===== src/rtl/pipe_flush_ctrl.sv =====
// pipe_flush_ctrl: stall merge and exception/ERET redirect sequencer for the
// 5-stage pipeline, with saturating stall statistics and a sticky stall watchdog.
module pipe_flush_ctrl #(
    parameter logic [31:0] EXC_VECTOR = 32'hBFC00380,
    parameter logic [31:0] ERET_CODE  = 32'h0000000E,
    parameter int          TIMEOUT    = 1024,
    parameter int          CNT_W      = 32
) (
    input  logic             clk,
    input  logic             rst,
    input  logic             stallreq_if,
    input  logic             stallreq_id,
    input  logic             stallreq_ex,
    input  logic             stallreq_mem,
    input  logic             excp_valid,
    input  logic [31:0]      excp_type,
    input  logic [31:0]      cp0_epc,
    output logic [5:0]       stall,
    output logic             flush,
    output logic [31:0]      new_pc,
    output logic [CNT_W-1:0] stall_cnt,
    output logic             stall_timeout
);

    localparam int RW = $clog2(TIMEOUT + 1);
    localparam logic [RW-1:0] RUN_MAX = RW'(TIMEOUT);

    typedef enum logic [1:0] {
        RUN   = 2'd0,
        PEND  = 2'd1,
        FLUSH = 2'd2
    } state_t;

    state_t      state, state_nxt;
    logic [31:0] target;
    logic        accept;
    logic [RW-1:0] run_len, run_len_nxt;

    // Next state and stall/flush decode; reset forces an idle pipeline view.
    always_comb begin
        state_nxt = state;
        stall     = 6'b000000;
        flush     = 1'b0;
        new_pc    = 32'h0;
        accept    = 1'b0;
        if (!rst) begin
            unique case (state)
                RUN: begin
                    // A data access in flight must finish before MEM can redirect.
                    accept = excp_valid && !stallreq_mem;
                    if (accept) begin
                        stall     = 6'b111111;
                        state_nxt = stallreq_if ? PEND : FLUSH;
                    end else if (stallreq_mem) stall = 6'b011111;
                    else if (stallreq_ex)      stall = 6'b001111;
                    else if (stallreq_id)      stall = 6'b000111;
                    else if (stallreq_if)      stall = 6'b000011;
                end
                PEND: begin
                    // Freeze everything until the outstanding fetch returns.
                    stall = 6'b111111;
                    if (!stallreq_if) state_nxt = FLUSH;
                end
                FLUSH: begin
                    flush     = 1'b1;
                    new_pc    = target;
                    state_nxt = RUN;
                end
                default: state_nxt = RUN;
            endcase
        end
    end

    // Consecutive stalled cycles in any state, saturating at the watchdog limit.
    always_comb begin
        run_len_nxt = '0;
        if (stall != 6'b000000)
            run_len_nxt = (run_len >= RUN_MAX) ? RUN_MAX : run_len + RW'(1);
    end

    // State register and redirect target latch.
    always_ff @(posedge clk) begin
        if (rst) begin
            state  <= RUN;
            target <= 32'h0;
        end else begin
            state <= state_nxt;
            if (accept)
                target <= (excp_type == ERET_CODE) ? cp0_epc : EXC_VECTOR;
        end
    end

    // Stall statistics: RUN-only saturating counter, run length and sticky watchdog.
    always_ff @(posedge clk) begin
        if (rst) begin
            stall_cnt     <= '0;
            run_len       <= '0;
            stall_timeout <= 1'b0;
        end else begin
            if (state == RUN && stall != 6'b000000 && !(&stall_cnt))
                stall_cnt <= stall_cnt + CNT_W'(1);
            run_len <= run_len_nxt;
            if (run_len_nxt >= RUN_MAX)
                stall_timeout <= 1'b1;
        end
    end

endmodule


===== config.mk =====
export PLATFORM = sky130hd
export DESIGN_NAME = pipe_flush_ctrl
export DESIGN_NICKNAME = d
export VERILOG_FILES = /design/src/rtl/pipe_flush_ctrl.sv
export SDC_FILE = /design/constraint.sdc
export NUM_CORES = 1
export LEC_CHECK = 0
export BUFFER_PORTS_ARGS = -buffer_cell sky130_fd_sc_hd__buf_2
export CORE_ASPECT_RATIO = 1.25
export CORE_MARGIN = 2
export CORE_UTILIZATION = 35
export CTS_CLUSTER_DIAMETER = 40
export DETAILED_ROUTE_END_ITERATION = 6
export PLACE_DENSITY = 0.7
export SLEW_MARGIN = 30
export SYNTH_ARGS = -nofsm -noshare
export SYNTH_HDL_FRONTEND = slang
export SYNTH_SLANG_ARGS = --single-unit

===== constraint.sdc =====
create_clock -name clk -period 2.67 [get_ports clk]
set_clock_uncertainty 0.1 [all_clocks]
set_input_delay 0.1335 -clock clk [delete_from_list [all_inputs] [get_ports clk]]
set_output_delay 0.1335 -clock clk [all_outputs]
set_load 0.01 [all_outputs]

# Yosys cells after proc, flatten, opt, wreduce, memory -nomap -nowiden

Index checks and enable logic that the tools add are counted.

ROM bits: 0
Bits in writable memories: 0
Bits in registers: 78
Logic and storage cells: 43
Bits in latches: 0
Memories: 0
Input bits: 71
Output and inout bits: 72

Shift-type cells: 0
Order comparisons: 2
Mux-type cells: 20
Reductions and logical operators: 9
Bitwise logic cells: 0
Add/sub/neg operators: 2
Div/mod/pow operators: 0
Equality and inequality tests: 5
$mul: 0

Operator list:

| kind                                                      | number |
|---|---|
| two-way mux 32 bit                                        | 3 |
| adder 32 x 1 -> 32 bit, second input constant             | 1 |
| equality test 32 x 4 -> 1 bit, second input constant      | 1 |
| AND reduction 32 bit                                      | 1 |
| greater-or-equal comparator 11 bit, second input constant | 2 |
| two-way mux 11 bit                                        | 2 |
| two-way mux 6 bit                                         | 2 |
| one-hot mux 6 bit (2 select lines)                        | 1 |
| adder 11 x 1 -> 11 bit, second input constant             | 1 |
| two-way mux 2 bit                                         | 4 |
| nonzero test 6 bit                                        | 1 |
| two-way mux 5 bit                                         | 1 |
| two-way mux 1 bit                                         | 4 |
| two-way mux 4 bit                                         | 1 |
| != test 2 bit, second input constant                      | 2 |
| one-hot mux 2 bit (2 select lines)                        | 1 |
| logical AND 1 bit                                         | 3 |
| two-way mux 3 bit                                         | 1 |
| equality test 2 x 1 -> 1 bit, second input constant       | 1 |
| equality test 2 bit, second input constant                | 1 |
| zero test 1 bit                                           | 2 |
| zero test 2 bit                                           | 1 |
| AND reduction 2 bit                                       | 1 |

# Depth between registers and ports, before layout

Word-level depth: 10
Mapped depth: 8
Gate-level depth less buffers: 6

# Worst setup path after synthesis

No wires, ideal clock.

Kind: register -> register
Start: register stall_cnt[0]
End: register stall_cnt[1]
Data required time: 2447 ps
Clock period less this slack: 2425 ps
Setup time: 123 ps
Path buffers: 1
Path slack: 245 ps
Data arrival time: 2202 ps
Stages on the path, launching flop included: 8
Cell sequence: dfxtp_1 > ha_1 > nand2_1 > or4_4 > nor4_4 > buf_2 > nor2_1 > mux2_1

Word-level cells in the longest chain between the ends: 3
Elaborated cells between the ends (all ways): 4
Classes of those cells: add/sub (1); reduce/logical (3)

RTL lines:

| element                                                                        | line | source |
|---|---|---|
| from (decl)                                                                    | 21   | `output logic [CNT_W-1:0] stall_cnt,` |
| from (signal assigned)                                                         | 101  | `stall_cnt <= stall_cnt + CNT_W'(1);` |
| parallel branches: the longest is 3 deep, another holds adder 32 x 1 -> 32 bit | -    |  |

Several ways; the timed one is not identified.
A chain may end at the register's enable or synchronous reset.

# Worst setup path after layout

Start: register stall_cnt[0]
End: register stall_cnt[30]

The elaborated chain is that of the path after synthesis.

==> key figures <==
Global routing
  – Global-route wire length before repair: 17600 microns
  – Total global routing overflow: 0
  – Initial antenna violation count: 0
  – Vias in the first global route: 3767
  – Total track usage: 0.199
  – Largest net degree at the start of global routing: 35

Detailed routing
  – Antenna Violating Nets Remaining: 0
  – DR vias: 3849
  – # DRC: 0
  – Pre-antenna DRT Iters: 4
  – Per-cell routed wire length: 14.9 microns
  – Violation count after the first detailed-routing iteration: 79
  – Post-DR vias/cell: 5.27
  – DRT Wirelength: 10900 microns

Worst hold path
  – Hold Crit Class: input port to flop
  – Hold depth: 5

Logic synthesis
  – Number of flops mapped to enable cells by yosys: 0
  – FFs w/ async S/R, synth: 0
  – Post-synth top area cell: dfxtp_1
  – Part of the Yosys area used for sequential elements: 0.434
  – Synth warn: 0
  – Most common cell in the synthesized netlist: dfxtp_1
  – Synth Cell Area: 0.00360 sq mm
  – Synth cell types: 43
  – Post-Syn Nets: 496
  – Average cell area after synthesis: 8.53 sq um
  – Top cell type's share of synthesized area: 0.434
  – Post-synthesis cell count: 422
  – Synth top area cells: dfxtp_1, and2_1, a21oi_1
  – Top_reg_cell synth: dfxtp_1
  – FF+latch count, synth: 78
  – Most frequent cells after synthesis: dfxtp_1, a21oi_1, and2_1

Setup path
  – Critical path origin: stall_cnt[0]$_SDFFE_PP0P_
  – Internal reg-to-reg setup slack: 0.20 ns
  – Startpoint type of the worst setup path: flop
  – Critical path arrival: 2.60 ns
  – Worst setup endpoint: stall_cnt[30]$_SDFFE_PP0P_
  – RR Startpoint: stall_cnt[0]$_SDFFE_PP0P_
  – FF-to-FF End: stall_cnt[30]$_SDFFE_PP0P_
  – Setup CP Type: flop to flop
  – Crit path max-delay family: simple AND/OR/NAND/NOR gates
  – Critical path depth in cells: 6
  – CP Capture Type: flop
  – CP Cell Sequence: ha_1 > nand2_1 > or4_4 > nor4_1 > a21oi_1 > a31o_1
  – Worst Path Max Fanout: 7
  – R2R depth: 6
  – WP data required: 2.80 ns
  – Worst stage delay on the critical path: 0.56 ns
  – Worst path buffer plus inverter count: 0
  – Slowest cell on crit path: or4_4

Finish
  – Net count, final: 670
  – Layout area overhead: 42.5%
  – Filler cells: 961
  – Post-route cell area: 0.00513 sq mm
  – Layout cells sized above 1: 0.291
  – N_diodes: 0

Placed design
  – Placed inst area: 0.00446 sq mm
  – DP HPWL: 7860 microns
  – Port Buffer Count: 142
  – Setup WS pre-CTS: 0.207 ns
  – RePlAce Congestion: 0.837

Clock network
  – Clock Pin Slew Worst Setup and Hold Paths: 0.06 ns
  – CTS tree: yes
  – Clock sinks: 78
  – Number of buffers created by CTS: 9
  – Post-CTS Setup Inserts: 0
  – Latest clock arrival within the worst-skew pair: 0.33 ns
  – Root Buffer: clkbuf_16
  – Max clock buf depth: 2
  – CTS H-tree depth: 3

STA
  – Post-layout min period: 2.47 ns
  – Final hold violations: 0
  – # setup viols final: 0
  – Fmax achieved: 0.405 GHz
  – Slew HR: 0.574
  – Final worst slack: 0.202 ns
  – RSZ-0062 raised after global routing: no
  – Measured slew at the worst slew-check pin: 0.633 ns
  – WHS: 0.126 ns
  – Final setup TNS: 0 ns
  – Final slew viol count: 0
  – Period utilization: 0.924

Floorplanning
  – Core Area: 0.0101 sq mm
  – Die H: 117 microns
  – Die area: 0.0111 sq mm
  – Initial Util: 0.358
  – Ports: 143
  – Die Span X: 94.7 microns
  – # rows: 41

Run
  – Max cap viols: 0

Run status
  – Status: finished clean

Power and ir drop
  – Power, Total: 2.76 mW
  – Leakage: 2.23 nW
  – Max VDD drop: 0.000343 V
  – Pwr per Cell Area: 539 mW/mm^2
[tightest hold or removal path, delay by kind of cell]
kind / cells / cell delay (ns)
AND/OR/NAND/NOR: 3 / 0.19
AO/OA/AOI/OAI: 1 / 0.12
buffers and inverters: 1 / 0.08
[report_power, final]
part           total, mW  switching (mW)  internal (mW)
Combinational      0.214           0.104          0.110
Clock               1.35           0.476          0.869
Sequential          1.20          0.0190           1.18
[worst min-delay path by stage]
stage | slack, ns | to | from
2_1_floorplan | 0.11 | state[1]$_SDFFE_PP0P_ | stallreq_if
3_3_place_gp | 0.24 | target[1]$_SDFFE_PP0P_ | cp0_epc[1]
3_5_place_dp | 0.25 | target[21]$_SDFFE_PP0P_ | cp0_epc[21]
4_1_cts | 0.12 | target[8]$_SDFFE_PP0P_ | excp_valid
5_1_grt | 0.15 | target[8]$_SDFFE_PP0P_ | excp_valid
6_report | 0.13 | target[7]$_SDFFE_PP0P_ | excp_type[6]
[sequential cells by signal, summed over array words and instances, names as in the netlist]
register / flops
state: 2
run_len: 11
target: 32
stall_cnt: 32
stall_timeout: 1
[cell families (layout without fill, tap and decap cells)]
group	after synthesis	in the layout	synth area share
buf+inv	43	222	0.0486
compound gates	110	110	0.196
flops	78	78	0.434
simple gates	177	177	0.284
mux	2	2	0.00625
xor+xnor	9	9	0.0219
fa+ha+maj	3	3	0.0104
[cell usage in the layout, fill, tap and decap left out, types with 2 or more instances in the layout]
cell	Yosys	final
o311ai_0	2	2
xnor2_1	6	6
and4_1	4	4
nand2_1	20	20
nor4_1	12	12
nor3_1	7	6
dfxtp_1	78	78
o41ai_1	2	2
ha_1	3	3
or3_1	15	15
and3_1	4	4
buf_4	3	9
o31a_1	3	3
a21oi_1	38	38
o21ai_0	17	17
and2_1	35	35
a22o_1	20	20
or4_1	13	13
clkbuf_16	0	9
nor2b_1	3	3
clkbuf_8	0	2
nand3_1	20	20
bufinv_16	0	2
inv_1	21	21
mux2_1	2	2
xor2_1	3	3
o21ai_1	11	11
o31ai_1	10	10
nor2_1	24	24
nand4_1	12	12
dlygate4sd3_1	0	33
buf_2	2	142
o21a_1	2	2
[metrics by stage]
step / utilization / cells
3_5_place_dp: 0.444 / 681
5_1_grt: 0.510 / 730
3_3_place_gp: 0.444 / 681
6_report: 0.510 / 730
2_1_floorplan: - / 422
4_1_cts: 0.510 / 730
[metal layers]
layer	GRT usage	part of all wire	wire length (microns)
met4	0.0915	0.025	268
met3	0.0340	0.063	681
met5	0	0	0
met2	0.348	0.52	5640
met1	0.231	0.39	4290
[cell type report]
type                            instances  area [sq um]  share of cell area
Clock buffer                           11           253              0.0493
Tap cell                              129           161              0.0315
Sequential cell                        78          1560               0.304
Inverter                               21          78.8              0.0154
Multi-Input combinational cell        301          1870               0.365
Clock inverter                          5          81.3              0.0159
Timing Repair Buffer                  185          1120               0.218
[what timing repair did]
item,4_1_cts,5_1_grt
resized for setup,0,1
setup endpoints to repair,0,1
hold buffers,33,0
hold endpoints to repair,33,0
Power figures use the tool's default switching activity.
